==> config.mk <==
export PLATFORM = sky130hd
export DESIGN_NAME = demux4_stream
export DESIGN_NICKNAME = d
export VERILOG_FILES = /design/src/rtl/demux4_stream.sv
export SDC_FILE = /design/constraint.sdc
export NUM_CORES = 1
export LEC_CHECK = 0
export BUFFER_PORTS_ARGS = -buffer_cell sky130_fd_sc_hd__buf_2
export CAP_MARGIN = 10
export CELL_PAD_IN_SITES_DETAIL_PLACEMENT = 1
export CELL_PAD_IN_SITES_GLOBAL_PLACEMENT = 2
export CORE_ASPECT_RATIO = 1.1
export CORE_MARGIN = 1
export CORE_UTILIZATION = 27
export DETAILED_ROUTE_END_ITERATION = 8
export GPL_TIMING_DRIVEN = 0
export PLACE_DENSITY = 0.77
export REMOVE_ABC_BUFFERS = 1
export SYNTH_ARGS = -nofsm -noshare
export SYNTH_HDL_FRONTEND = slang
export SYNTH_SLANG_ARGS = --single-unit
export TNS_END_PERCENT = 50
==> constraint.sdc <==
create_clock -name clk -period 1.78 [get_ports clk]
set_input_delay 0.356 -clock clk [delete_from_list [all_inputs] [get_ports clk]]
set_output_delay 0.356 -clock clk [all_outputs]
set_load 0.05 [all_outputs]
==> src/rtl/demux4_stream.sv <==
// demux4_stream: routes one input stream word to one of four single-entry
// output lanes, either by an explicit destination or round-robin.
//
// Ports:
//   clk, reset          clock and synchronous active-low reset
//   in_valid, in_data   upstream word
//   in_dest             destination lane when rr_mode==0
//   rr_mode             0 = directed by in_dest, 1 = round-robin by rr_ptr
//   in_ready            combinational: the targeted lane can take a word now
//   out_valid[i]        lane i holds a word
//   out_data            lane i at bits [i*WIDTH +: WIDTH]
//   out_ready[i]        lane i consumer takes the word
//   rr_ptr              next round-robin target lane
//   accept_count        total accepted words (wraps at 16 bits)
module demux4_stream #(
  parameter int unsigned WIDTH = 8
) (
  input  logic                 clk,
  input  logic                 reset,
  input  logic                 in_valid,
  input  logic [WIDTH-1:0]     in_data,
  input  logic [1:0]           in_dest,
  input  logic                 rr_mode,
  output logic                 in_ready,
  output logic [3:0]           out_valid,
  output logic [4*WIDTH-1:0]   out_data,
  input  logic [3:0]           out_ready,
  output logic [1:0]           rr_ptr,
  output logic [15:0]          accept_count
);

  localparam int unsigned NLANES = 4;

  logic [NLANES-1:0] full;
  logic [WIDTH-1:0]  data [NLANES];
  logic [1:0]        tgt;
  logic              accept;

  // Target lane selection and acceptance; in_ready never looks at in_valid.
  always_comb begin
    tgt      = rr_mode ? rr_ptr : in_dest;
    in_ready = !full[tgt] || out_ready[tgt];
    accept   = in_valid && in_ready;
  end

  // Lane registers, round-robin pointer and accept counter.
  always_ff @(posedge clk) begin
    if (!reset) begin
      full         <= '0;
      rr_ptr       <= 2'd0;
      accept_count <= 16'd0;
      for (int i = 0; i < NLANES; i++) begin
        data[i] <= '0;
      end
    end else begin
      for (int i = 0; i < NLANES; i++) begin
        // A load wins over a drain so a same-edge drain+load keeps the lane full.
        if (accept && (tgt == 2'(i))) begin
          full[i] <= 1'b1;
          data[i] <= in_data;
        end else if (full[i] && out_ready[i]) begin
          full[i] <= 1'b0;
        end
      end
      if (accept) begin
        accept_count <= accept_count + 16'd1;
        if (rr_mode) begin
          rr_ptr <= rr_ptr + 2'd1;
        end
      end
    end
  end

  // Lane state drives the outputs directly.
  always_comb begin
    out_valid = full;
    out_data  = '0;
    for (int i = 0; i < NLANES; i++) begin
      out_data[i*WIDTH +: WIDTH] = data[i];
    end
  end

endmodule

==> results.json <==
{
  "power_mw": 2.72,
  "violations": "setup timing",
  "crit_type": "register to output pin",
  "die_w_um": 89.6,
  "fmax_mhz": 501,
  "dr.first_iter.drc_count": 58,
  "viasPerCell": 4.73,
  "cts_tree": "built",
  "drive_gt1_share_pct": 42.7,
  "cp.required_ns": 1.42,
  "dp_slack_ns": -0.873,
  "ys_ff_latch": 54,
  "layout_common_cells": "buf_2 (71), nor2_1 (36), edfxtp_1 (32), a21oi_1 (20), buf_4 (17)",
  "grt_pass1_vias": 2021,
  "overflow": 0,
  "cts_buffer_depth": 2,
  "leakage_nw": 1.27,
  "status": "complete, but fails checks",
  "fin_ws_ns": -0.215,
  "finalMaxSlewViolations": 0,
  "critPathTopFamily": "multiplexers",
  "path_buf_inv": 2,
  "row_count": 34,
  "period_minus_slack_ns": 1.99,
  "powerDensity_mw_per_mm2": 874,
  "fillers": 922,
  "ioPinCount": 73,
  "syn_avg_cell_area_um2": 11.0,
  "root_buffer": "clkbuf_8",
  "setup_viol": 10,
  "wl_per_cell_um": 15.8,
  "synthCells": 207,
  "placed_area_mm2": 0.00273,
  "grt_max_degree": 24,
  "slowest_delay_ns": 0.36,
  "nNetsFinal": 318,
  "end_kind": "output pin",
  "coreArea_mm2": 0.00804,
  "start_util_pct": 28.4,
  "worstMarginPinSlew_ns": 0.817,
  "place.gp.congestion": 0.762,
  "max_cap_violations": 0,
  "cts.sinks": 54,
  "skew_ns": 0.00819,
  "htreeDepth": 2,
  "worstSetupStartpointType": "register",
  "finalInstanceArea_mm2": 0.00311,
  "via_count": 1928,
  "seq_area_mm2": 0.00143,
  "die-area_mm2": 0.00882,
  "cp_max_fo": 4,
  "dpl.hpwl_um": 4240,
  "timing.final.crit_share_pct": 112,
  "grt_pass1_wl_um": 10400,
  "hp-class": "input pin to register",
  "arrival_ns": 1.64,
  "route.detailed.drc": 0,
  "clk-insertion-delay-late_ns": 0.31,
  "relSlewSlack_pct": 45.5,
  "antenna_left": 0,
  "cpMaxStageDelayCell": "dfxtp_4",
  "die_y_um": 98.4,
  "wl_um": 6430,
  "io_buffers": 72,
  "first_pass_iters": 4,
  "syn_area_mm2": 0.00228,
  "area_delta_synth_final_pct": 36.5,
  "cp_cell_sequence": "mux2i_4 > mux2_4 > mux2i_4 > inv_2 > buf_6",
  "cts-buffers-inserted": 5,
  "grt_antenna_before_repair": 0,
  "multiInputGateArea_um2": 905,
  "irDropWorstVdd_mv": 0.285,
  "final-hold-violation-count": 0,
  "grt_setup_unrepaired": "true",
  "clk_pin_slew_worst_paths_ns": 0.11,
  "antenna_cells": 0,
  "ys_seq_area_share_pct": 61.4,
  "path_common_cell": "mux2i_4",
  "grtUsageTotal_pct": 15.6,
  "ys_warn_count": 0,
  "mostFrequentLayoutCell": "buf_2",
  "yosysUniqueCellTypes": 28
}
metrics by stage:
step	setup TNS [ns]	hold slack, ns	instances	util (%)
after floorplan	-10.70	0.519	201	-
after global placement	-25.22	0.462	381	34.0
after detailed placement	-26.63	0.479	381	34.0
after CTS	-0.835	0.387	407	38.4
after global routing	-2.20	0.395	408	38.7
final	-0.786	0.383	408	38.7
tightest hold or removal path, stage by stage:
cell and delay (ns):
buf_2 0.07, nand2b_1 0.14, a21oi_1 0.08
layout make-up:
type	count	area share, %
multi-input combinational	142	29.0
clock buffer	5	2.21
inverter	6	0.723
tap	108	4.34
sequential	54	45.9
clock inverter	3	1.53
timing repair buffer	90	16.2
where the power goes:
part | leakage, nW | internal (mW) | switching (mW) | total, mW
sequential | 0.520 | 1.37 | 0.0228 | 1.40
combinational | 0.687 | 0.120 | 0.349 | 0.469
clock | 0.0587 | 0.427 | 0.429 | 0.856
final timing paths:
path / startpoint / cells past startpoint / to / slack (ns)
worst max register to register: accept_count[2]$_SDFFE_PN0P_ / 5 / accept_count[14]$_SDFFE_PN0P_ / -0.21
worst min-delay path: out_ready[2] / 3 / out_valid[2]$_SDFFE_PN0P_ / 0.38
worst min register to register: accept_count[15]$_SDFFE_PN0P_ / 2 / accept_count[15]$_SDFFE_PN0P_ / 0.49
worst max-delay path: rr_ptr[1]$_SDFFE_PN0P_ / 5 / in_ready / -0.21
routing by layer:
| layer | wire length [µm] | up-vias | GRT usage [%] |
|---|---|---|---|
| li1 | - | 937 | - |
| met1 | 2700 | 926 | 18.7 |
| met2 | 3260 | 63 | 27.1 |
| met3 | 433 | 2 | 3.80 |
| met4 | 29 | 0 | 4.40 |
| met5 | 0 | - | 0 |
timing repair:
item                       4_1_cts  5_1_grt
hold buffers                     0        0
setup buffers                   17        1
resized for setup               28        7
cloned                           1        0
pin swaps                        5        1
setup endpoints to repair       34       26
cells by family after synthesis:
kind of cell             Yosys count  share of synthesized area (%)
flip-flops                        54                           61.4
buffers and inverters             12                           2.85
AND/OR/NAND/NOR                   96                           21.2
multiplexers                       5                           4.28
adder cells (fa/ha/maj)            1                          0.548
XOR/XNOR                           1                          0.384
AO/OA/AOI/OAI                     38                           9.33
cell usage after synthesis:
cell	n	area share (%)
nor2_1	36	5.9
edfxtp_1	32	42
dfxtp_1	22	19
a21oi_1	21	4.6
nand2_1	19	3.1
o31ai_1	9	3.0
or4_1	9	3.0
o21ai_0	8	1.8
or3_1	7	1.9
inv_1	6	0.99
nand3_1	6	1.3
nand4_1	5	1.4
nand2b_1	4	1.1
mux2i_4	3	3.0
nand3b_1	3	0.99
buf_6	2	0.99
clkbuf_1	2	0.33
mux2_4	2	1.3
or2_2	2	0.55
buf_4	1	0.33
clkbuf_2	1	0.22
ha_1	1	0.55
nand4_2	1	0.55
nor4_1	1	0.27
or2_0	1	0.27
or3_2	1	0.33
or4_4	1	0.49
xor2_1	1	0.38
state kept, by name, indices dropped and copies added, names as in the netlist:
signal,cells
out_valid,4
data,32
rr_ptr,2
accept_count,16
Note: power is estimated with default switching activity, not from simulation.
